==> config.mk <==
export PLATFORM = sky130hd
export DESIGN_NAME = transport_tx_scheduler
export DESIGN_NICKNAME = d
export VERILOG_FILES = /design/src/rtl/transport_tx_scheduler.sv
export SDC_FILE = /design/constraint.sdc
export NUM_CORES = 1
export LEC_CHECK = 0
export BUFFER_PORTS_ARGS = -buffer_cell sky130_fd_sc_hd__buf_2
export CORE_MARGIN = 1.5
export CORE_UTILIZATION = 49
export CTS_CLUSTER_SIZE = 40
export DETAILED_ROUTE_END_ITERATION = 8
export HOLD_SLACK_MARGIN = 0.02
export PLACE_DENSITY = 0.86
export SLEW_MARGIN = 20
export SYNTH_ARGS = -nofsm -noshare
export SYNTH_HDL_FRONTEND = slang
export SYNTH_SLANG_ARGS = --single-unit
==> constraint.sdc <==
create_clock -name clk -period 2.1 [get_ports clk]
set_input_delay 0.21 -clock clk [delete_from_list [all_inputs] [get_ports clk]]
set_output_delay 0.21 -clock clk [all_outputs]
set_load 0.02 [all_outputs]
==> src/rtl/transport_tx_scheduler.sv <==
// Packet-granular round-robin scheduler sharing one 8-bit transport TX byte path among N_REQ sources.
// Latency: one cycle from accept (valid&ready) to registered data/flag; arbitration takes one IDLE cycle.
// Backpressure: ready only toward the granted source while cl0_s=1; grant held for the whole packet.
module transport_tx_scheduler #(
  parameter int N_REQ    = 4,
  parameter int MAX_PKT  = 64,
  parameter int IDLE_GAP = 1
) (
  input  logic                 clk,
  input  logic                 reset,
  input  logic                 cl0_s,
  input  logic [N_REQ-1:0]     req_valid,
  input  logic [8*N_REQ-1:0]   req_data,
  input  logic [N_REQ-1:0]     req_last,
  output logic [N_REQ-1:0]     req_ready,
  output logic [7:0]           transport_layer_data_in,
  output logic                 transport_data_flag,
  output logic [2:0]           grant_id,
  output logic                 busy,
  output logic                 pkt_trunc
);

  localparam int IW = (N_REQ > 1) ? $clog2(N_REQ) : 1;
  localparam int CW = $clog2(MAX_PKT + 1);

  localparam logic [IW:0]   NREQ_W   = (IW + 1)'(N_REQ);
  localparam logic [IW-1:0] LAST_REQ = IW'(N_REQ - 1);
  localparam logic [CW-1:0] LAST_CNT = CW'(MAX_PKT - 1);
  localparam logic [2:0]    GAP_LAST = 3'(IDLE_GAP - 1);

  typedef enum logic [1:0] {
    ST_IDLE = 2'd0,
    ST_SEND = 2'd1,
    ST_GAP  = 2'd2
  } state_e;

  state_e          state_q;
  logic [IW-1:0]   rr_ptr_q;
  logic [IW-1:0]   grant_q;
  logic [CW-1:0]   byte_cnt_q;
  logic [2:0]      gap_cnt_q;
  logic [7:0]      data_q;
  logic            flag_q;
  logic            trunc_q;

  logic            arb_found;
  logic [IW:0]     arb_cand;
  logic [IW-1:0]   grant_d;
  logic [IW-1:0]   rr_ptr_d;

  logic            sel_valid;
  logic            sel_last;
  logic [7:0]      sel_data;
  logic            accept;
  logic            end_by_cnt;

  // Round-robin search: first valid requester starting at rr_ptr, wrapping modulo N_REQ.
  always_comb begin
    arb_found = 1'b0;
    arb_cand  = '0;
    grant_d   = '0;
    for (int k = 0; k < N_REQ; k++) begin
      arb_cand = {1'b0, rr_ptr_q} + (IW + 1)'(k);
      if (arb_cand >= NREQ_W) begin
        arb_cand = arb_cand - NREQ_W;
      end
      if (!arb_found && req_valid[arb_cand[IW-1:0]]) begin
        arb_found = 1'b1;
        grant_d   = arb_cand[IW-1:0];
      end
    end
  end

  assign rr_ptr_d = (grant_d == LAST_REQ) ? '0 : grant_d + 1'b1;

  // Mux the granted requester's byte, valid and last marker.
  always_comb begin
    sel_valid = 1'b0;
    sel_last  = 1'b0;
    sel_data  = '0;
    for (int i = 0; i < N_REQ; i++) begin
      if (grant_q == IW'(i)) begin
        sel_valid = req_valid[i];
        sel_last  = req_last[i];
        sel_data  = req_data[i*8 +: 8];
      end
    end
  end

  // Ready goes only to the granted source, and only while the link is in CL0.
  always_comb begin
    req_ready = '0;
    if (state_q == ST_SEND && cl0_s) begin
      req_ready[grant_q] = 1'b1;
    end
  end

  assign accept     = (state_q == ST_SEND) && cl0_s && sel_valid;
  assign end_by_cnt = (byte_cnt_q == LAST_CNT);

  // Scheduler FSM with registered byte/flag/truncation outputs.
  always_ff @(posedge clk) begin
    if (reset) begin
      state_q    <= ST_IDLE;
      rr_ptr_q   <= '0;
      grant_q    <= '0;
      byte_cnt_q <= '0;
      gap_cnt_q  <= '0;
      data_q     <= '0;
      flag_q     <= 1'b0;
      trunc_q    <= 1'b0;
    end else begin
      flag_q  <= 1'b0;
      trunc_q <= 1'b0;
      case (state_q)
        ST_IDLE: begin
          if (cl0_s && arb_found) begin
            grant_q    <= grant_d;
            rr_ptr_q   <= rr_ptr_d;
            byte_cnt_q <= '0;
            state_q    <= ST_SEND;
          end
        end
        ST_SEND: begin
          if (accept) begin
            data_q     <= sel_data;
            flag_q     <= 1'b1;
            byte_cnt_q <= byte_cnt_q + 1'b1;
            if (sel_last || end_by_cnt) begin
              // A count-limited byte that also carries last is a normal end.
              trunc_q   <= end_by_cnt && !sel_last;
              gap_cnt_q <= '0;
              state_q   <= (IDLE_GAP == 0) ? ST_IDLE : ST_GAP;
            end
          end
        end
        ST_GAP: begin
          if (gap_cnt_q == GAP_LAST) begin
            state_q <= ST_IDLE;
          end else begin
            gap_cnt_q <= gap_cnt_q + 1'b1;
          end
        end
        default: state_q <= ST_IDLE;
      endcase
    end
  end

  assign transport_layer_data_in = data_q;
  assign transport_data_flag     = flag_q;
  assign pkt_trunc               = trunc_q;
  assign grant_id                = 3'(grant_q);
  assign busy                    = (state_q != ST_IDLE);

endmodule

# Word level (Yosys, flattened, before mapping)
# Cells that the tools add are included.
dict set report word_totals {
  reg_bits 26
  latch_bits 0
  ramBits 0
  romBits 0
  output_inout_bits 18
  wordCells 118
  memories 0
}
dict set report op_classes {
  add_sub_neg 10
  mul 0
  div_mod_pow 0
  magnitude_cmp 10
  eq_ne 12
  shifts 0
  mux 49
  bitwise_logic 3
  n_reduce_logical 26
}
# operator count
set ops {}
lappend ops {{$mux W8} 4}
lappend ops {{$mux W2} 13}
lappend ops {{$mux W1} 18}
lappend ops {{$lt A2 B3 Y1 const B} 5}
lappend ops {{$mux W7} 2}
lappend ops {{$pmux W7 S2} 1}
lappend ops {{$ge A3 B3 Y1 const B} 3}
lappend ops {{$mux W3} 3}
lappend ops {{$bmux W1 S2} 4}
lappend ops {{$eq A2 B2 Y1 const B} 4}
lappend ops {{$logic_and A1 B1 Y1} 8}
lappend ops {{$ne A2 B2 Y1 const B} 4}
lappend ops {{$reduce_and A4 Y1} 2}
lappend ops {{$sub A2 B1 Y2 const B} 4}
lappend ops {{$add A7 B1 Y7 const B} 1}
lappend ops {{$eq A7 B6 Y1 const B} 1}
lappend ops {{$add A2 B2 Y3 const B} 2}
lappend ops {{$pmux W2 S3} 1}
lappend ops {{$pmux W3 S2} 1}
lappend ops {{$reduce_bool A2 Y1} 3}
lappend ops {{$eq A2 B1 Y1 const B} 2}
lappend ops {{$logic_not A1 Y1} 4}
lappend ops {{$logic_not A2 Y1} 2}
lappend ops {{$mux W4} 1}
lappend ops {{14 further kinds} 17}

# Depth between registers and ports, before layout
# Gate-level depths: netlist of run 1.
dict set report logic_depth {
  word_depth 17
  ltp_mapped 7
  depth_no_buf 7
}

# Worst setup path after synthesis of run 1
# OpenSTA, ideal clock, no wires.
dict set report synth_timing {
  path_kind {flip-flop to flip-flop}
  startpoint {register grant_q[0]}
  endpoint {register byte_cnt_q[1]}
  setup_time_ps 133
  t_arrival_ps 1729
  slack_ps 238
  path_stages_with_launch 8
  synth_period_minus_slack_ps 1862
  path_cell_list {dfxtp_1 -> buf_6 -> mux4_2 -> and3_1 -> buf_6 -> buf_12 -> o211ai_2 -> a21oi_1}
}
dict set report synth_via {
  elab_chain_len 8
}
# item line_no
set synth_lines {}
lappend synth_lines {{from (decl)} 39} ;# logic [IW-1:0] grant_q;
lappend synth_lines {{from (signal assigned)} 118} ;# grant_q <= grant_d;
lappend synth_lines {{$logic_not A2 Y1} 82} ;# if (grant_q == IW'(i)) begin
lappend synth_lines {{$mux W1 (3 in series)} 82}
lappend synth_lines {{$mux W1 *} 82}
lappend synth_lines {{$logic_and A1 B1 Y1 *} 98} ;# assign accept = (state_q == ST_SEND) && cl0_s && sel_valid;
lappend synth_lines {{$ne A2 B2 Y1 (no source line) *} -}
lappend synth_lines {{$reduce_and A3 Y1 (no source line) *} -}
lappend synth_lines {{to (signal assigned)} 128} ;# byte_cnt_q <= byte_cnt_q + 1'b1;
lappend synth_lines {{to (decl)} 40} ;# logic [CW-1:0] byte_cnt_q;
# Every way passes the cells marked *; elsewhere a longest branch is shown, timed or not.
# A chain may end at the register's enable or synchronous reset.

# Final worst setup path of run 1
dict set report layout_timing {
  startpoint {register grant_q[0]}
  endpoint {register data_q[6] (netlist: transport_layer_data_in[6])}
}
dict set report layout_via {
  elab_chain_len 7
}
# item line_no
set layout_lines {}
lappend layout_lines {{$logic_not A2 Y1} 82}
lappend layout_lines {{$mux W1 (4 in series)} 82}
lappend layout_lines {{$logic_and A1 B1 Y1} 98}
lappend layout_lines {{$reduce_and A2 Y1 (no source line)} -}
lappend layout_lines {{to (signal assigned)} 126} ;# data_q <= sel_data;
lappend layout_lines {{to (decl)} 42} ;# logic [7:0] data_q;
# Parallel ways exist; a longest one is shown, timed or not.

==> qor.yml, run 1 <==
logic_synthesis:
  synth_fa_ha_area_share_pct: 2.36
  synth_xor_area_share_pct: 3.86
  yosys.area_share.simple_pct: 21.7
  synth-async-reset-ratio_pct: 0
  synth_cells: 164
  ys_top_cells_by_area: "dfxtp_1 33%, mux4_2 9.9%, nor2_1 5.9%"
  synthDistinctLibCells: 47
  avgSynthCellArea_sq_um: 9.69
  synth_edf_count: 0
  synth_common_cells: "26 x dfxtp_1, 25 x nor2_1, 9 x mux2i_1, 7 x mux4_2, 7 x nand2_1"
  post-synth-top-count-cell: "dfxtp_1"
  ys_ff_latch: 26
  dominantRegCellSynth: "dfxtp_1"
  yosys.area.top_type_share_pct: 32.8
  syn_nets: 210
  synth_warnings: 0
  synth.cell_area_sq_um: 1590
  synth_top_family_by_area: "simple AND/OR/NAND/NOR gates"
  yosysSeqAreaShare_pct: 32.8
  yosys-mux-area-fraction_pct: 21.3
  synth_largest_area_cell: "dfxtp_1"
  synth-compound-area-share_pct: 11.1
sta:
  tightest_slew_ns: 0.591
  final-setup-viol-count: 0
  timing.fmax_mhz: 528
  finalMaxSlewViolations: 0
  min_period_ns: 1.90
  max-slew-margin-rel_pct: 60.6
  setup_slack_ns: 0.205
  tns_ns: 0
  finClkSkew_ns: 0.00327
  finalHoldViolCount: 0
  finalCritPeriodShare_pct: 90.2
  rsz0062_at_grt: "false"
power:
  intPower_uw: 837
  powerDensity_nw_per_um2: 587
  p_comb_share_pct: 23.2
  p_leak_uw: 0.000859
  swShare_pct: 26.8
  p_seq_share_pct: 47.0
  p_clk_share_pct: 29.8
  p_sw_uw: 306
  vdd_ir_drop_max_v: 0.000453
clock_network:
  cts_tree: "built"
  clkLatencyLatePin_ns: 0.32
  htreeDepth: 1
  cts_resized: 0
  postCtsSetupRepairBufs: 0
  clk_pin_slew_ns: 0.14
  cts_max_path_buffers: 2
  cts-hold-fix-buffers: 0
  clock_sinks: 26
  numCtsBuffers: 3
  clock_tree.root_cell: "clkbuf_4"
worst_setup_path:
  reg2regPathDepth: 5
  crit_fanout: 14
  reg2reg_from: "grant_q[0]"
  r2r_slack_ns: 0.20
  crit_path_start_kind: "flip-flop"
  critPathRequiredTime_ns: 2.31
  r2r-end: "transport_layer_data_in[6]"
  crit_path_end_kind: "flip-flop"
  crit_start: "grant_q[0]"
  crit_arrival_ns: 2.11
  endpoint: "transport_layer_data_in[6]"
  crit_type: "reg -> reg"
final_layout:
  fin_cells: 264
  area_growth_pct: 22.4
  diodes: 0
  drive_gt1_share_pct: 37.7
  fin_nets: 267
  final_util_pct: 63.2
  fillers: 254
die:
  die-area_sq_um: 3590
  initial_utilization_pct: 51.6
  ioPinCount: 61
  core_area_sq_um: 3080
  die_w_um: 59.9
  die_h_um: 59.9
  rows: 20
detailed_routing:
  viasPerCell: 5.33
  drc: 0
  wl_mm: 3.52
  drt-initial-drc-count: 52
  drtPass1Iterations: 4
  drtAntennaViolNets: 0
  routedWlPerCell_um: 13.3
  vias: 1408
placement:
  post-place-cells: 260
  gp_congestion: 0.890
  port_buffers: 59
  pre_cts_ws_ns: 0.231
  dpl.hpwl_mm: 2.67
global_route:
  globalRouteOverflowTotal: 0
  grt_pass1_wl_mm: 5.47
  grt_pass1_vias: 1217
  antenna_found_initial: 0
  grt_max_degree: 22
  grt_use_total_pct: 20.1
status:
  status: "complete, no violations"
worst_hold_path:
  hold_class: "in -> reg"
flow_run:
  max_cap_viol_count: 0
-- worst max-delay path: stages (launching register included) --
cell	delay (ns)
dfxtp_1	0.40
mux4_2	0.52
and3_1	0.39
buf_4	0.27
mux2i_1	0.15
nor2_1	0.05
-- placed cells by master (no fill, tap or decap), drive strengths merged, types with 4 or more instances in the layout --
master,netlist,routed
nor2,25,25
a21oi,7,7
nand4,5,5
nand2,7,7
nor3,5,5
mux4,10,10
nor2b,4,4
o21ai,4,4
inv,6,6
buf,6,64
mux2i,9,9
dfxtp,26,26
xor2,6,6
-- cells by family (layout without fill, tap and decap cells) --
family,after synthesis,after routing
flip-flops,26,26
other,1,1
multiplexers,20,20
adder cells (fa/ha/maj),3,3
XOR/XNOR,7,7
buffers and inverters,18,74
AND/OR/NAND/NOR,66,66
AO/OA/AOI/OAI,23,23
-- stage by stage --
stage               instance area (sq um)  hold slack, ns  total power, uW
floorplan                            1590           0.387              732
global placement                     1890           0.470              805
detailed placement                   1890           0.478              810
CTS                                  1950           0.265             1150
global route                         1950           0.266             1200
finish                               1950           0.270             1140
-- metal layers --
layer | vias to the layer above | global-route usage, % | wire length (um)
met1 | 661 | 27.3 | 1570
met5 | - | 0 | 0
li1 | 701 | - | -
met3 | 4 | 4.76 | 178
met4 | 0 | 4.44 | 27
met2 | 42 | 32.6 | 1740
-- flip-flops by register name (all words and copies together) (netlist names), named ones only --
name and count:
gap_cnt_q 3, grant_q 2, rr_ptr_q 1, transport_data_flag 1
pkt_trunc 1, transport_layer_data_in 8, state_q 2, byte_cnt_q 7
-- power groups by stage --
stage               logic, uW  clock network, uW  registers (uW)
finish                    266                340             537
global route              288                369             541
CTS                       266                345             536
detailed placement        264                  0             546
global placement          260                  0             546
floorplan                 186                  0             546
-- worst min-delay path by stage --
stage | startpoint | to | depth (start not counted)
CTS | reset | transport_layer_data_in[3] | 2
finish | reset | transport_layer_data_in[3] | 2
global placement | transport_layer_data_in[5] | transport_layer_data_in[5] | 2
floorplan | reset | grant_q[1] | 2
global route | reset | transport_layer_data_in[3] | 2
detailed placement | transport_layer_data_in[6] | transport_layer_data_in[6] | 2
-- layout make-up --
class | count | area (sq um) | area share (%)
timing repair buffer | 64 | 333 | 17.1
tap | 44 | 55.1 | 2.83
clock buffer | 3 | 22.5 | 1.16
multi-input combinational | 120 | 962 | 49.5
clock inverter | 1 | 30.0 | 1.54
inverter | 6 | 22.5 | 1.16
sequential | 26 | 520 | 26.8
Power figures use the tool's default switching activity.
==> run 2: changes to the inputs <==
--- a/config.mk
+++ b/config.mk
@@ -16,3 +16,4 @@
 export SYNTH_ARGS = -nofsm -noshare
 export SYNTH_HDL_FRONTEND = slang
 export SYNTH_SLANG_ARGS = --single-unit
+export TNS_END_PERCENT = 5
==> constraint.sdc (replaced) <==
create_clock -name clk -period 2.1 [get_ports clk]
set_input_delay 0.21 -clock clk [delete_from_list [all_inputs] [get_ports clk]]
set_output_delay 0.21 -clock clk [all_outputs]
set_load 0.05 [all_outputs]
==> qor.yml, run 2 (same netlist as run 1, synthesis figures left out) <==
status:
  status: "complete, no violations"
final_layout:
  largest_register_ff_count: 8  # unchanged
  fillers: 257  # +1.2%
  drive_gt1_share_pct: 38.2  # +0.45 points
  diodes: 0  # unchanged
  fin_nets: 267  # unchanged
  area_growth_pct: 21.7
  fin_cells: 264  # unchanged
  final_common_cell: "buf_2"
  final_cell_mix: "59 x buf_2, 26 x dfxtp_1, 25 x nor2_1"
placement:
  dpl.hpwl_mm: 2.67  # about the same
  gp_congestion: 0.816  # -8.4%
  post-place-cells: 260  # unchanged
  port_buffers: 59  # unchanged
sta:
  finClkSkew_ns: 0.00848  # +0.00521 ns
  max-slew-margin-rel_pct: 55.0  # -5.6 points
  final-setup-viol-count: 0  # unchanged
  rsz0062_at_grt: "false"
  tightest_slew_ns: 0.674  # +0.0837 ns
  finalMaxSlewViolations: 0  # unchanged
  finalCritPeriodShare_pct: 90.2  # about the same
  finalHoldViolCount: 0  # unchanged
  min_period_ns: 1.89  # -0.000567 ns
  timing.fmax_mhz: 528  # about the same
clock_network:
  cts-hold-fix-buffers: 0  # unchanged
  clkLatencyLatePin_ns: 0.33  # about the same
  clock_tree.root_cell: "clkbuf_4"
  cts_resized: 0  # unchanged
  cts_max_path_buffers: 2  # unchanged
  clk_pin_slew_ns: 0.14  # about the same
  numCtsBuffers: 3  # unchanged
  htreeDepth: 1  # unchanged
  clock_sinks: 26  # unchanged
  cts_tree: "built"
  postCtsSetupRepairBufs: 0  # unchanged
die:
  ioPinCount: 61  # unchanged
  core_area_sq_um: 3080  # unchanged
  die-area_sq_um: 3590  # unchanged
  die_w_um: 59.9  # unchanged
  rows: 20  # unchanged
  initial_utilization_pct: 51.6  # unchanged
  die_h_um: 59.9  # unchanged
worst_setup_path:
  crit_fanout: 16  # +2
  critPathMaxStageDelay_ns: 0.60  # +0.08 ns
  r2r_slack_ns: 0.21  # about the same
  crit_path_end_kind: "flip-flop"
  critical_path.slowest_cell: "and3_1"
  critPathRequiredTime_ns: 2.32  # about the same
  crit_path_start_kind: "flip-flop"
  crit_chain: "mux4_2 > and3_1 > buf_4 > mux2i_1 > nor2_1"
  crit_arrival_ns: 2.11  # about the same
  crit_type: "reg -> reg"
global_route:
  grt_max_degree: 22  # unchanged
  globalRouteOverflowTotal: 0  # unchanged
  antenna_found_initial: 0  # unchanged
  grt_pass1_wl_mm: 5.42  # -1.0%
  grt_pass1_vias: 1211  # -0.49%
  grt_use_total_pct: 20.2  # +0.098 points
power:
  power_uw: 1090  # -4.9%
  powerDensity_nw_per_um2: 562  # -4.4%
  vdd_ir_drop_max_v: 0.000546  # +21%
  p_leak_uw: 0.000853  # -0.75%
detailed_routing:
  routedWlPerCell_um: 13.0  # -2.7%
  top_layer_used: "met4"
  wl_met1_mm: 1.48  # -6.1%
  drc: 0  # unchanged
  drt-initial-drc-count: 56  # +7.7%
  wl_met3_um: 186  # +4.5%
  vias: 1415  # +0.50%
  drtAntennaViolNets: 0  # unchanged
  viasPerCell: 5.36  # +0.50%
  wl_mm: 3.42  # -2.7%
  drtPass1Iterations: 4  # unchanged
  route.met2.wl_mm: 1.73  # -0.52%
flow_run:
  max_cap_viol_count: 0  # unchanged
worst_hold_path:
  hold_class: "in -> reg"
-- run 2: worst paths after layout --
check	startpoint	endpoint	cells past startpoint
setup reg to reg	grant_q[0]	transport_layer_data_in[2]	5
hold reg to reg	transport_layer_data_in[6]	transport_layer_data_in[6]	2
hold / removal	reset	byte_cnt_q[0]	2
setup / recovery	grant_q[0]	transport_layer_data_in[2]	5
-- run 2: through the flow --
stage / TNS [ns] / util [%] / instance area, sq um / hold slack (ns) / worst slack (ns)
4_1_cts: 0 / 62.8 / 1930 / 0.251 / 0.199
6_report: 0 / 62.8 / 1930 / 0.263 / 0.205
3_5_place_dp: 0 / 61.7 / 1900 / 0.485 / 0.230
3_3_place_gp: 0 / 61.7 / 1900 / 0.467 / 0.274
5_1_grt: 0 / 62.8 / 1930 / 0.261 / 0.0876
2_1_floorplan: -0.0848 / - / 1590 / 0.387 / -0.0848
-- run 2: metal layers --
layer | up-vias | global-route usage [%]
li1 | 704 | -
met1 | 664 | 26.6
met2 | 43 | 32.6
met3 | 4 | 5.41
met4 | 0 | 5.71
met5 | - | 0
-- run 2: where the power goes --
| group | total (uW) | switching, uW | internal, uW |
|---|---|---|---|
| clock network | 253 | 147 | 106 |
| registers | 535 | 22.8 | 512 |
| logic | 299 | 166 | 132 |
| total | 1090 | 336 | 751 |
-- run 2: final cells by class --
type / instances / area, sq um / area share (%)
Inverter: 6 / 22.5 / 1.16
Tap cell: 44 / 55.1 / 2.85
Timing Repair Buffer: 64 / 333 / 17.2
Clock buffer: 4 / 36.3 / 1.88
Multi-Input combinational cell: 120 / 967 / 50.0
Sequential cell: 26 / 520 / 26.9
-- run 2: critical path: cells and delay by family, from the launching register on --
family	cells	cell delay, ns
and+or+nand+nor	2	0.65
muxes	2	0.52
DFF	1	0.34
buffers and inverters	1	0.27
